File: src/rtl/led_mode_sequencer.sv
// ---------------------------------------------------------------------------
// led_mode_sequencer
//
// Selects what the board LED mux shows (debug view vs. morse view) and keeps
// a short shift history of the received morse line.  A debounced mode button
// toggles between the views, a CPU fault forces the debug view, and (when
// LED_AUTO_SWITCH_EN is defined) link activity auto-enters the morse view and
// an idle timeout returns to debug.
//
// Optional feature macro: LED_AUTO_SWITCH_EN
//   defined   : activity enters MORSE_AUTO, idle timeout leaves it
//   undefined : only press and fault change state; idle counter removed
//
// Ports
//   clk              in   system clock
//   rst_n            in   asynchronous active-low reset
//   mode_btn_n       in   raw mode push-button, active-low, asynchronous
//   morse_code_in    in   raw received morse line, asynchronous
//   morse_code_out   in   transmitted morse line, clk-synchronous
//   fault            in   CPU fault flag, clk-synchronous
//   led_select       out  0 = debug view, 1 = morse view
//   receive_history  out  last 8 samples of morse_code_in, bit0 newest
//   sample_tick      out  one-cycle pulse at each sample instant
//   mode_state       out  current FSM state encoding
//
// state        | meaning
// -------------+----------------------------------------------------------
// DEBUG (0)    | debug view shown, waiting for press or link activity
// MANUAL (1)   | morse view selected by the user
// AUTO (2)     | morse view entered by link activity, returns after idle
// FORCED (3)   | debug view forced by fault, left only by a press
// ---------------------------------------------------------------------------
module led_mode_sequencer #(
    parameter int unsigned DEBOUNCE_CYCLES    = 500000,
    parameter int unsigned SAMPLE_CYCLES      = 12500000,
    parameter int unsigned IDLE_TIMEOUT_UNITS = 16
) (
    input  logic       clk,
    input  logic       rst_n,
    input  logic       mode_btn_n,
    input  logic       morse_code_in,
    input  logic       morse_code_out,
    input  logic       fault,
    output logic       led_select,
    output logic [7:0] receive_history,
    output logic       sample_tick,
    output logic [1:0] mode_state
);

    localparam int unsigned DB_W  = (DEBOUNCE_CYCLES > 1) ? $clog2(DEBOUNCE_CYCLES) : 1;
    localparam int unsigned SMP_W = (SAMPLE_CYCLES > 1) ? $clog2(SAMPLE_CYCLES) : 1;
    localparam logic [DB_W-1:0]  DB_LAST  = DB_W'(DEBOUNCE_CYCLES - 1);
    localparam logic [SMP_W-1:0] SMP_LAST = SMP_W'(SAMPLE_CYCLES - 1);

`ifdef LED_AUTO_SWITCH_EN
    localparam logic AUTO_EN = 1'b1;
`else
    localparam logic AUTO_EN = 1'b0;
`endif

    typedef enum logic [1:0] {
        ST_DEBUG  = 2'd0,
        ST_MANUAL = 2'd1,
        ST_AUTO   = 2'd2,
        ST_FORCED = 2'd3
    } state_t;

    state_t state;
    state_t state_next;

    // ---------------------------------------------------------------- sync
    logic btn_meta, btn_sync;
    logic morse_meta, morse_sync;

    always_ff @(posedge clk or negedge rst_n) begin
        if (!rst_n) begin
            btn_meta   <= 1'b1;
            btn_sync   <= 1'b1;
            morse_meta <= 1'b0;
            morse_sync <= 1'b0;
        end else begin
            btn_meta   <= mode_btn_n;
            btn_sync   <= btn_meta;
            morse_meta <= morse_code_in;
            morse_sync <= morse_meta;
        end
    end

    // ------------------------------------------------------------ debounce
    // btn_last tracks the synced level so any change restarts the count;
    // btn_stable is the accepted level. Acceptance is decided on the next
    // count value so the press lands exactly DEBOUNCE_CYCLES after sync.
    logic            btn_last, btn_stable, press;
    logic [DB_W-1:0] db_cnt, db_cnt_next;
    logic            btn_changed, accept;

    always_comb begin
        btn_changed = (btn_sync != btn_last);
        db_cnt_next = db_cnt;
        if (btn_changed) begin
            db_cnt_next = '0;
        end else if (db_cnt != DB_LAST) begin
            db_cnt_next = db_cnt + DB_W'(1);
        end
        accept = !btn_changed && (db_cnt_next == DB_LAST) && (btn_last != btn_stable);
    end

    always_ff @(posedge clk or negedge rst_n) begin
        if (!rst_n) begin
            btn_last   <= 1'b1;
            btn_stable <= 1'b1;
            db_cnt     <= '0;
            press      <= 1'b0;
        end else begin
            btn_last <= btn_sync;
            db_cnt   <= db_cnt_next;
            press    <= accept && !btn_last;
            if (accept) begin
                btn_stable <= btn_last;
            end
        end
    end

    // ------------------------------------------------------------ activity
    logic morse_prev, out_prev;
    logic activity_raw, activity;

    always_ff @(posedge clk or negedge rst_n) begin
        if (!rst_n) begin
            morse_prev <= 1'b0;
            out_prev   <= 1'b0;
        end else begin
            morse_prev <= morse_sync;
            out_prev   <= morse_code_out;
        end
    end

    assign activity_raw = (morse_sync & ~morse_prev) | (morse_code_out & ~out_prev);
    assign activity     = activity_raw & AUTO_EN;

    // ------------------------------------------------------- sample timing
    logic [SMP_W-1:0] smp_cnt;
    logic             smp_wrap;

    assign smp_wrap = (smp_cnt == SMP_LAST);

    always_ff @(posedge clk or negedge rst_n) begin
        if (!rst_n) begin
            smp_cnt         <= '0;
            sample_tick     <= 1'b0;
            receive_history <= 8'h00;
        end else begin
            sample_tick <= smp_wrap;
            if (smp_wrap) begin
                smp_cnt         <= '0;
                receive_history <= {receive_history[6:0], morse_sync};
            end else begin
                smp_cnt <= smp_cnt + SMP_W'(1);
            end
        end
    end

    // -------------------------------------------------------- idle timeout
    logic idle_done;

`ifdef LED_AUTO_SWITCH_EN
    // One extra bit over $clog2 so the counter can actually hold the limit.
    localparam int unsigned IDLE_W = $clog2(IDLE_TIMEOUT_UNITS + 1);
    localparam logic [IDLE_W-1:0] IDLE_LAST = IDLE_W'(IDLE_TIMEOUT_UNITS);

    logic [IDLE_W-1:0] idle_cnt;
    logic              enter_auto;

    assign enter_auto = (state != ST_AUTO) && (state_next == ST_AUTO);
    assign idle_done  = (idle_cnt == IDLE_LAST);

    always_ff @(posedge clk or negedge rst_n) begin
        if (!rst_n) begin
            idle_cnt <= '0;
        end else if (activity || enter_auto) begin
            idle_cnt <= '0;
        end else if (smp_wrap && !idle_done) begin
            idle_cnt <= idle_cnt + IDLE_W'(1);
        end
    end
`else
    assign idle_done = 1'b0;
`endif

    // ----------------------------------------------------------------- FSM
    always_comb begin
        state_next = state;
        if (fault) begin
            state_next = ST_FORCED;
        end else begin
            unique case (state)
                ST_DEBUG: begin
                    if (press) begin
                        state_next = ST_MANUAL;
                    end else if (activity) begin
                        state_next = ST_AUTO;
                    end
                end
                ST_MANUAL: begin
                    if (press) state_next = ST_DEBUG;
                end
                ST_AUTO: begin
                    if (press || idle_done) state_next = ST_DEBUG;
                end
                ST_FORCED: begin
                    if (press) state_next = ST_DEBUG;
                end
                default: state_next = ST_DEBUG;
            endcase
        end
    end

    always_ff @(posedge clk or negedge rst_n) begin
        if (!rst_n) begin
            state      <= ST_DEBUG;
            led_select <= 1'b0;
        end else begin
            state      <= state_next;
            led_select <= (state_next == ST_MANUAL) || (state_next == ST_AUTO);
        end
    end

    assign mode_state = state;

endmodule
File: config.mk
export PLATFORM = sky130hd
export DESIGN_NAME = led_mode_sequencer
export DESIGN_NICKNAME = d
export VERILOG_FILES = /design/src/rtl/led_mode_sequencer.sv
export SDC_FILE = /design/constraint.sdc
export NUM_CORES = 1
export LEC_CHECK = 0
export ABC_CLOCK_PERIOD_IN_PS = 3300
export BUFFER_PORTS_ARGS = -buffer_cell sky130_fd_sc_hd__buf_4
export CAP_MARGIN = 10
export CELL_PAD_IN_SITES_DETAIL_PLACEMENT = 1
export CELL_PAD_IN_SITES_GLOBAL_PLACEMENT = 1
export CORE_ASPECT_RATIO = 1.25
export CORE_MARGIN = 5
export CORE_UTILIZATION = 48
export DETAILED_ROUTE_END_ITERATION = 10
export MAX_ROUTING_LAYER = met4
export PLACE_DENSITY = 0.82
export SYNTH_ARGS = -nofsm -noshare
export SYNTH_HDL_FRONTEND = slang
export SYNTH_SLANG_ARGS = --single-unit
File: constraint.sdc
create_clock -name clk -period 3.3 [get_ports clk]
set_clock_uncertainty 0.15 [all_clocks]
set_input_delay 0.33 -clock clk [delete_from_list [all_inputs] [get_ports clk]]
set_output_delay 0.33 -clock clk [all_outputs]
set_load 0.01 [all_outputs]
==> impl_metrics.ini, run 1 <==
[drt]
m1WireLength_um = 2608
dr.max_layer_used = met4
wl_um = 6229
drc_errors = 0
met2_length_um = 3356
avgViaCountPerCell = 5.638
wl_met3_um = 151
wl_per_cell_um = 16.97
vias = 2069
first_pass_iters = 4
drt-initial-drc-count = 41
antenna_left = 0

[sta]
slew_viol_final = 0
worst_pin_slew_ns = 0.7680
fin_crit_sh = 0.8473
grt_setup_unrepaired = no
relSlewSlack = 0.4880
fin_setup_tns_ns = 0
max_freq_mhz = 357.6
hold_viol = 0
whs_ns = 0.2148
setup_viol = 0
finalCriticalPeriod_ns = 2.796

[clock_network]
cts_buffers = 9
clockBufferDepth = 2
clock_sinks = 62
insertion_delay_ns = 0.35
ctsHoldBuffers = 4
path_clk_slew_ns = 0.07
cts_resized = 0
htreeDepth = 3
tritoncts = yes
cts_root_buffer = clkbuf_8
postCtsSetupBuffers = 0

[outcome]
outcome = finished clean

[layout]
final_nets = 304
final_cells = 367
area_growth_pct = 14.73
fin_util = 0.5660
fillCellCount = 626
antenna_cells = 0
drive_gt1_frac = 0.1960

[yosys]
synth_ff_type = dfrtp_1
ys_types = 42
syn_area_um2 = 2870
synth_top_area_cell = dfrtp_1
synth_nets = 275
ys_ff_latch = 62
synth_common_cells = dfrtp_1, nor2_1, xnor2_1
async_reset_ff_frac = 1.000
synth_edf_count = 0
synthCells = 267
yosysMostFrequentCell = dfrtp_1
ys_seq_area_frac = 0.5423
yosys_warnings = 0
netlist_top_cells_area = dfrtp_1, xnor2_1, nor2_1, xor2_1, dfstp_2
yosysTopAreaCellShare = 0.5057
syn_avg_cell_area_um2 = 10.75

[critical_path]
slowest_stage = dfrtp_1
rrSetupSlack_ns = 0.50
cp.depth = 8
crit_path_end_kind = flop
crit_required_ns = 3.43
crit_type = flop to flop
rr_worst_depth = 8
cp-start-kind = flop
crit_start = db_cnt[0]
r2r_start = db_cnt[0]
crit_top_cell = nor4_1
critical-path-max-stage-delay_ns = 0.49
crit_fanout = 12
timing.rr.end = btn_stable
cpLargestDelayFamily = simple AND/OR/NAND/NOR gates
path_buf_inv = 0
crit_arrival_ns = 2.92
cp_cell_sequence = ha_1 -> nand3_1 -> nor4_1 -> xnor2_1 -> nor2_1 -> nor4_1 -> nand4_1 -> mux2_1
critPathCapture = btn_stable

[worst_hold_path]
min-delay-path-class = flop to flop

[pwr]
leakagePower_uw = 0.001418
powerDensity_nw_per_um2 = 433.7
irDropWorstVdd_v = 0.0003025
p_total_uw = 1428

[floorplanning]
die_x_um = 79.17
start_util = 0.4933
die_area_um2 = 7636
fp.dieH_um = 96.46
core_area_um2 = 5818
rows = 31
ios = 18

[place]
io_buffers = 16
globalplace.congestion = 0.7796
dpl.cell_count = 347
dp_hpwl_um = 4493

[global_routing]
grt_usage = 0.1919
antenna_found_initial = 0
grt_max_degree = 63
grt-ovfl-total = 0
grt_pass1_vias = 2261
grt_pass1_wl_um = 10780

[run]
cap_violations = 0
[placed cells by master, fill, tap and decap left out, drive strengths merged]
cell type    instances
dfrtp               58
nor2                40
xnor2               23
nand2               19
buf                 19
nor3                17
nand3               16
xor2                13
clkbuf               9
mux2                 9
a21oi                8
nand4                8
nor4                 7
inv                  6
clkinvlp             5
o21ai                5
or3                  4
dfstp                4
dlygate4sd3          4
and3                 3
nor4b                3
and4                 2
nor2b                2
o22ai                2
ha                   2
or2                  2
clkinv               2
o31ai                1
a21o                 1
o31a                 1
o21ba                1
nor3b                1
a31oi                1
nand2b               1
o21bai               1
a2111o               1
[worst min-delay path by stage]
| stage | startpoint | endpoint | cells after the start |
|---|---|---|---|
| after floorplan | rst_n | db_cnt[0] | 0 |
| after global placement | morse_meta | morse_sync | 0 |
| after detailed placement | morse_meta | morse_sync | 0 |
| after CTS | btn_meta | btn_sync | 0 |
| after global routing | btn_meta | btn_sync | 0 |
| final | btn_meta | btn_sync | 0 |
[through the flow]
stage | area, um^2 | setup slack, ns
after floorplan | 2870 | 0.9897
after global placement | 3078 | 0.5772
after detailed placement | 3078 | 0.5036
after CTS | 3293 | 0.4853
after global routing | 3293 | 0.2472
final | 3293 | 0.5038
[registers in the layout (all words and copies together), names as in the netlist, 2 cells and up]
signal	flops
smp_cnt	24
db_cnt	19
receive_history	8
mode_state	2
[routing by layer]
metal,vias to the layer above,GRT usage
li1,983,-
met1,1051,0.2119
met2,25,0.3336
met3,10,0.03989
met4,0,0.09026
met5,-,-
[cell families (layout without fill, tap and decap cells)]
kind of cell               Yosys count  count (layout)  synth area share
xor gates and xnor gates            36              36            0.1099
buffers and inverters               11              45           0.01569
muxes                                9               9           0.03531
DFF                                 62              62            0.5423
adders and majority gates            2               2          0.008717
AOI/OAI and AO/OA                   22              22           0.04752
and+or+nand+nor                    125             125            0.2406
[layout make-up]
cell class                 count  area, um^2  share of cell area
tap                           66       82.58             0.02508
clock buffer                   9       123.9             0.03761
sequential                    62        1556              0.4726
inverter                       6       22.52            0.006839
multi-input combinational    194        1274              0.3868
clock inverter                 7       51.30             0.01558
timing repair buffer          23       182.7             0.05547
[where the power goes]
| part | leakage (uW) | internal, uW | switching [uW] | total (uW) |
|---|---|---|---|---|
| Sequential | 0.000820 | 770 | 13.5 | 784 |
| Clock | 0.0000735 | 271 | 316 | 587 |
| Combinational | 0.000524 | 18.7 | 39.1 | 57.7 |
| Total | 0.00142 | 1060 | 368 | 1430 |
Note: power is estimated with default switching activity, not from simulation.
==> run 2: changes to the inputs <==
==> config.mk (replaced) <==
export PLATFORM = sky130hd
export DESIGN_NAME = led_mode_sequencer
export DESIGN_NICKNAME = d
export VERILOG_FILES = /design/src/rtl/led_mode_sequencer.sv
export SDC_FILE = /design/constraint.sdc
export NUM_CORES = 1
export LEC_CHECK = 0
export ABC_CLOCK_PERIOD_IN_PS = 2500
export BUFFER_PORTS_ARGS = -buffer_cell sky130_fd_sc_hd__buf_4
export CAP_MARGIN = 10
export CELL_PAD_IN_SITES_DETAIL_PLACEMENT = 1
export CELL_PAD_IN_SITES_GLOBAL_PLACEMENT = 1
export CORE_ASPECT_RATIO = 1.25
export CORE_MARGIN = 5
export CORE_UTILIZATION = 43
export DETAILED_ROUTE_END_ITERATION = 10
export MAX_ROUTING_LAYER = met4
export PLACE_DENSITY = 0.78
export SYNTH_ARGS = -nofsm -noshare
export SYNTH_HDL_FRONTEND = slang
export SYNTH_SLANG_ARGS = --single-unit
==> constraint.sdc (replaced) <==
create_clock -name clk -period 2.5 [get_ports clk]
set_clock_uncertainty 0.15 [all_clocks]
set_input_delay 0.25 -clock clk [delete_from_list [all_inputs] [get_ports clk]]
set_output_delay 0.25 -clock clk [all_outputs]
set_load 0.01 [all_outputs]
==> impl_metrics.ini, run 2 (synthesis results as in run 1) <==
[drt]
first_pass_iters = 4
antenna_left = 0
drc_errors = 0
vias = 2140
avgViaCountPerCell = 5.310
wl_per_cell_um = 16.56
drt-initial-drc-count = 73
wl_um = 6674

[floorplanning]
die_x_um = 83.08
core_area_um2 = 6524
rows = 33
fp.dieH_um = 101.3
start_util = 0.4400
die_area_um2 = 8419
ios = 18

[layout]
final_cell_mix = dfrtp_1, nor2_1, buf_4
antenna_cells = 0
drive_gt1_frac = 0.2437
top_register = smp_cnt
area_growth_pct = 24.02
final_nets = 319
fillCellCount = 721
top_regs = smp_cnt: 24 flops, db_cnt: 19 flops, receive_history: 8 flops
layout_commonest_cell = dfrtp_1
largest_register_ffs = 24

[global_routing]
antenna_found_initial = 0
grt_pass1_vias = 2355
grt_pass1_wl_um = 11050
grt_max_degree = 63
grt_usage = 0.1710
grt-ovfl-total = 0

[clock_network]
path_clk_slew_ns = 0.07
tritoncts = yes
clock_sinks = 62
cts_root_buffer = clkbuf_8
insertion_delay_ns = 0.34
htreeDepth = 3
cts_buffers = 9
clockBufferDepth = 2

[pwr]
p_total_uw = 2216
combinationalPowerShare = 0.047
leakagePower_uw = 0.001564
power_frac_clock = 0.489
irDropWorstVdd_v = 0.0003448
switchingPower_uw = 492.1
seqPwrFrac = 0.464
switching_share = 0.2221
powerDensity_nw_per_um2 = 622.4
p_int_uw = 1724

[critical_path]
crit_path_end_kind = flop
crit_type = flop to flop
critical-path-max-stage-delay_ns = 0.41
crit_fanout = 11
crit_arrival_ns = 2.55
cp_cell_sequence = ha_1 -> nand3_1 -> buf_6 -> nor2_1 -> xnor2_1 -> or3_1 -> nor3_1 -> nand4_1 -> mux2_1
timing.rr.end = btn_stable
r2r_start = db_cnt[0]
slowest_stage = dfrtp_1
crit_required_ns = 2.61
rrSetupSlack_ns = 0.07
cp-start-kind = flop
rr_worst_depth = 9

[worst_hold_path]
hold_depth = 0
min-delay-path-class = flop to flop
min_to = morse_sync
hold_start = morse_meta

[sta]
fin_setup_tns_ns = 0
fin_crit_sh = 0.9728
setup_viol = 0
hold_viol = 0
worst_pin_slew_ns = 0.7907
slew_viol_final = 0
relSlewSlack = 0.4729
max_freq_mhz = 411.2
finalCriticalPeriod_ns = 2.432
setup_ws_ns = 0.06810

[place]
dp_hpwl_um = 4486
globalplace.congestion = 0.7897
io_buffers = 16
place_ws_ns = -0.03999

[run]
cap_violations = 0

[outcome]
outcome = finished clean
==> run 2: cell count changes in the layout (fill, tap and decap cells not counted), moves of 2 or more <==
cell,before,now
buf_4,19,32
clkinvlp_4,5,2
nor4_4,1,3
bufinv_16,0,3
==> run 2: worst max-delay path by stage <==
stage,from,endpoint
2_1_floorplan,db_cnt[0],btn_stable
5_1_grt,db_cnt[0],btn_stable
3_5_place_dp,db_cnt[7],btn_stable
3_3_place_gp,db_cnt[12],btn_stable
6_report,db_cnt[0],btn_stable
4_1_cts,db_cnt[0],btn_stable
==> run 2: cell type report <==
cell class,instances,area [um^2],share of cell area
clock buffer,9,123.9,0.03480
clock inverter,7,122.6,0.03445
inverter,6,22.52,0.006327
multi-input combinational,194,1313,0.3687
sequential,62,1558,0.4376
tap,87,108.9,0.03058
timing repair buffer,38,311.5,0.08752
==> run 2: metrics by stage <==
step                cell area (um^2)  utilization  hold WS [ns]  std cells
finish                          3560       0.5456        0.2048        403
CTS                             3493       0.5355        0.2099        400
global placement                3199       0.4904        0.1839        379
detailed placement              3199       0.4904        0.1934        379
global route                    3560       0.5456        0.2130        403
floorplan                       2870            -       -0.1956        267
==> run 2: layer usage <==
| layer | part of all wire | global-route usage |
|---|---|---|
| met5 | 0 | - |
| met3 | 0.028 | 0.04394 |
| met1 | 0.39 | 0.1788 |
| met4 | 0.015 | 0.07170 |
| met2 | 0.57 | 0.3068 |
==> run 2: critical path, delay by kind of cell (launching register included) <==
kind,cells,cell delay (ns)
multiplexers,1,0.34
XOR/XNOR,1,0.17
buffers and inverters,1,0.17
AND/OR/NAND/NOR,5,0.87
flip-flops,1,0.41
adder cells (fa/ha/maj),1,0.24
==> run 2: what timing repair did <==
item / in CTS / in global routing
setup endpoints to repair: 1 / 1
buffers inserted: 1 / 3
hold buffers: 4 / 0
pin swaps: 1 / 0
gates resized for setup: 0 / 8
hold endpoints to repair: 63 / 0
gates cloned: 0 / 0
==> run 2: power groups by stage <==
stage,clock (uW),sequential [uW],combinational (uW)
2_1_floorplan,0,1050,35.6
3_3_place_gp,0,1050,90.3
3_5_place_dp,0,1050,95.2
4_1_cts,1110,1030,100
5_1_grt,1160,1030,118
6_report,1080,1030,105
==> run 3: changes to the inputs <==
==> config.mk (replaced) <==
export PLATFORM = sky130hd
export DESIGN_NAME = led_mode_sequencer
export DESIGN_NICKNAME = d
export VERILOG_FILES = /design/src/rtl/led_mode_sequencer.sv
export SDC_FILE = /design/constraint.sdc
export NUM_CORES = 1
export LEC_CHECK = 0
export ABC_CLOCK_PERIOD_IN_PS = 3100
export BUFFER_PORTS_ARGS = -buffer_cell sky130_fd_sc_hd__buf_4
export CAP_MARGIN = 10
export CELL_PAD_IN_SITES_DETAIL_PLACEMENT = 1
export CELL_PAD_IN_SITES_GLOBAL_PLACEMENT = 1
export CORE_ASPECT_RATIO = 1.25
export CORE_MARGIN = 5
export CORE_UTILIZATION = 51
export DETAILED_ROUTE_END_ITERATION = 10
export MAX_ROUTING_LAYER = met4
export PLACE_DENSITY_LB_ADDON = 0.3
export SYNTH_ARGS = -nofsm -noshare
export SYNTH_HDL_FRONTEND = slang
export SYNTH_SLANG_ARGS = --single-unit
==> constraint.sdc (replaced) <==
create_clock -name clk -period 3.1 [get_ports clk]
set_clock_uncertainty 0.15 [all_clocks]
set_input_delay 0.31 -clock clk [delete_from_list [all_inputs] [get_ports clk]]
set_output_delay 0.31 -clock clk [all_outputs]
set_load 0.01 [all_outputs]
==> impl_metrics.ini, run 3 (synthesis results as in run 1) <==
[sta]
grt_setup_unrepaired = no
slew_viol_final = 0
finalCriticalPeriod_ns = 2.807
max_freq_mhz = 356.2
whs_ns = 0.2072
setup_ws_ns = 0.2926
relSlewSlack = 0.4805
fin_setup_tns_ns = 0
fin_crit_sh = 0.9056
hold_viol = 0
setup_viol = 0
worst_pin_slew_ns = 0.7792

[layout]
final_cell_mix = dfrtp_1, nor2_1, xnor2_1
largest_register_ffs = 24
drive_gt1_frac = 0.1867
antenna_cells = 0
final_nets = 303
area_growth_pct = 14.12
final_cells = 364
top_register = smp_cnt
fillCellCount = 568
layout_commonest_cell = dfrtp_1
fin_util = 0.6018
top_regs = smp_cnt: 24 flops, db_cnt: 19 flops, receive_history: 8 flops

[global_routing]
grt_max_degree = 63
grt_pass1_wl_um = 10960
grt_usage = 0.2011
grt-ovfl-total = 0
grt_pass1_vias = 2276
antenna_found_initial = 0

[critical_path]
cp_cell_sequence = ha_1 -> nand3_1 -> nor4_2 -> nand3_1 -> xor2_1 -> nor3_1 -> nand4_1 -> mux2_1
crit_type = flop to flop
crit_top_cell = nand3_1
slowest_stage = dfrtp_1
crit_fanout = 12
crit_arrival_ns = 2.93
crit_required_ns = 3.22
crit_path_end_kind = flop
critical-path-max-stage-delay_ns = 0.48
cp-start-kind = flop

[drt]
vias = 2057
wl_per_cell_um = 17.60
first_pass_iters = 4
antenna_left = 0
drt-initial-drc-count = 76
drc_errors = 0
avgViaCountPerCell = 5.651
wl_um = 6405

[clock_network]
postCtsSetupBuffers = 0
cts_buffers = 9
insertion_delay_ns = 0.34
cts_resized = 0
htreeDepth = 3
cts_root_buffer = clkbuf_8
path_clk_slew_ns = 0.07
tritoncts = yes
clock_sinks = 62
clockBufferDepth = 2

[place]
globalplace.congestion = 0.7930
place_ws_ns = 0.3122
io_buffers = 16
dp_hpwl_um = 4385
dpl.cell_count = 344

[floorplanning]
ios = 18
rows = 30
core_area_um2 = 5443
start_util = 0.5274
die_area_um2 = 7238
fp.dieH_um = 93.88
die_x_um = 77.10

[outcome]
outcome = finished clean

[pwr]
powerDensity_nw_per_um2 = 460.1
irDropWorstVdd_v = 0.0003159
leakagePower_uw = 0.001425

[worst_hold_path]
min-delay-path-class = flop to flop

[run]
cap_violations = 0
-- run 3: cell types whose count changed in the layout (fill, tap and decap cells not counted), sizes merged --
cell      before  now
clkinv         2    3
clkinvlp       2    1
buf           34   18
bufinv         3    0
clkbuf         9   12
-- run 3: what timing repair did --
item,CTS,global route
hold buffers,4,0
endpoints found under the hold margin,61,0
endpoints found under the setup margin,0,0
-- run 3: cell type report --
cell class,instances,area [um^2],area share
flip-flops and latches,62,1556,0.4752
repair buffers,22,175.2,0.05348
clock buffers,12,145.1,0.04431
well taps,64,80.08,0.02445
inverters,6,22.52,0.006875
multi-input cells,194,1274,0.3888
clock inverters,4,22.52,0.006875
-- run 3: worst paths after layout --
| kind | from | endpoint | slack [ns] | cells past startpoint |
|---|---|---|---|---|
| worst max-delay path | db_cnt[0] | btn_stable | 0.29 | 8 |
| worst min register to register | btn_meta | btn_sync | 0.21 | 0 |
| worst max register to register | db_cnt[0] | btn_stable | 0.29 | 8 |
| worst min-delay path | btn_meta | btn_sync | 0.21 | 0 |
| min in group asynchronous | rst_n | led_select | 0.44 | 2 |
| max in group asynchronous | rst_n | db_cnt[15] | 1.85 | 2 |
-- run 3: power breakdown --
group,internal (uW),total (uW),switching (uW)
sequential,820,834,14.1
clock,308,613,305
combinational,19.9,60.1,40.2
-- run 3: critical path, delay by kind of cell (launching register included) --
| kind | cells | cell delay, ns |
|---|---|---|
| and+or+nand+nor | 5 | 1.32 |
| DFF | 1 | 0.48 |
| muxes | 1 | 0.35 |
| adders and majority gates | 1 | 0.23 |
| xor gates and xnor gates | 1 | 0.19 |
-- run 3: layer usage --
metal / global-route usage / vias up / share of wire
met4: 0.1103 / 0 / 0.030
met2: 0.3371 / 23 / 0.53
met1: 0.2184 / 1033 / 0.42
met5: - / - / 0
li1: - / 986 / -
met3: 0.05086 / 15 / 0.024
-- run 3: stage by stage --
stage	instance area, um^2	total power (uW)
6_report	3276	1507
5_1_grt	3276	1582
4_1_cts	3276	1531
3_5_place_dp	3068	907.1
3_3_place_gp	3068	904.9
2_1_floorplan	2870	875.4
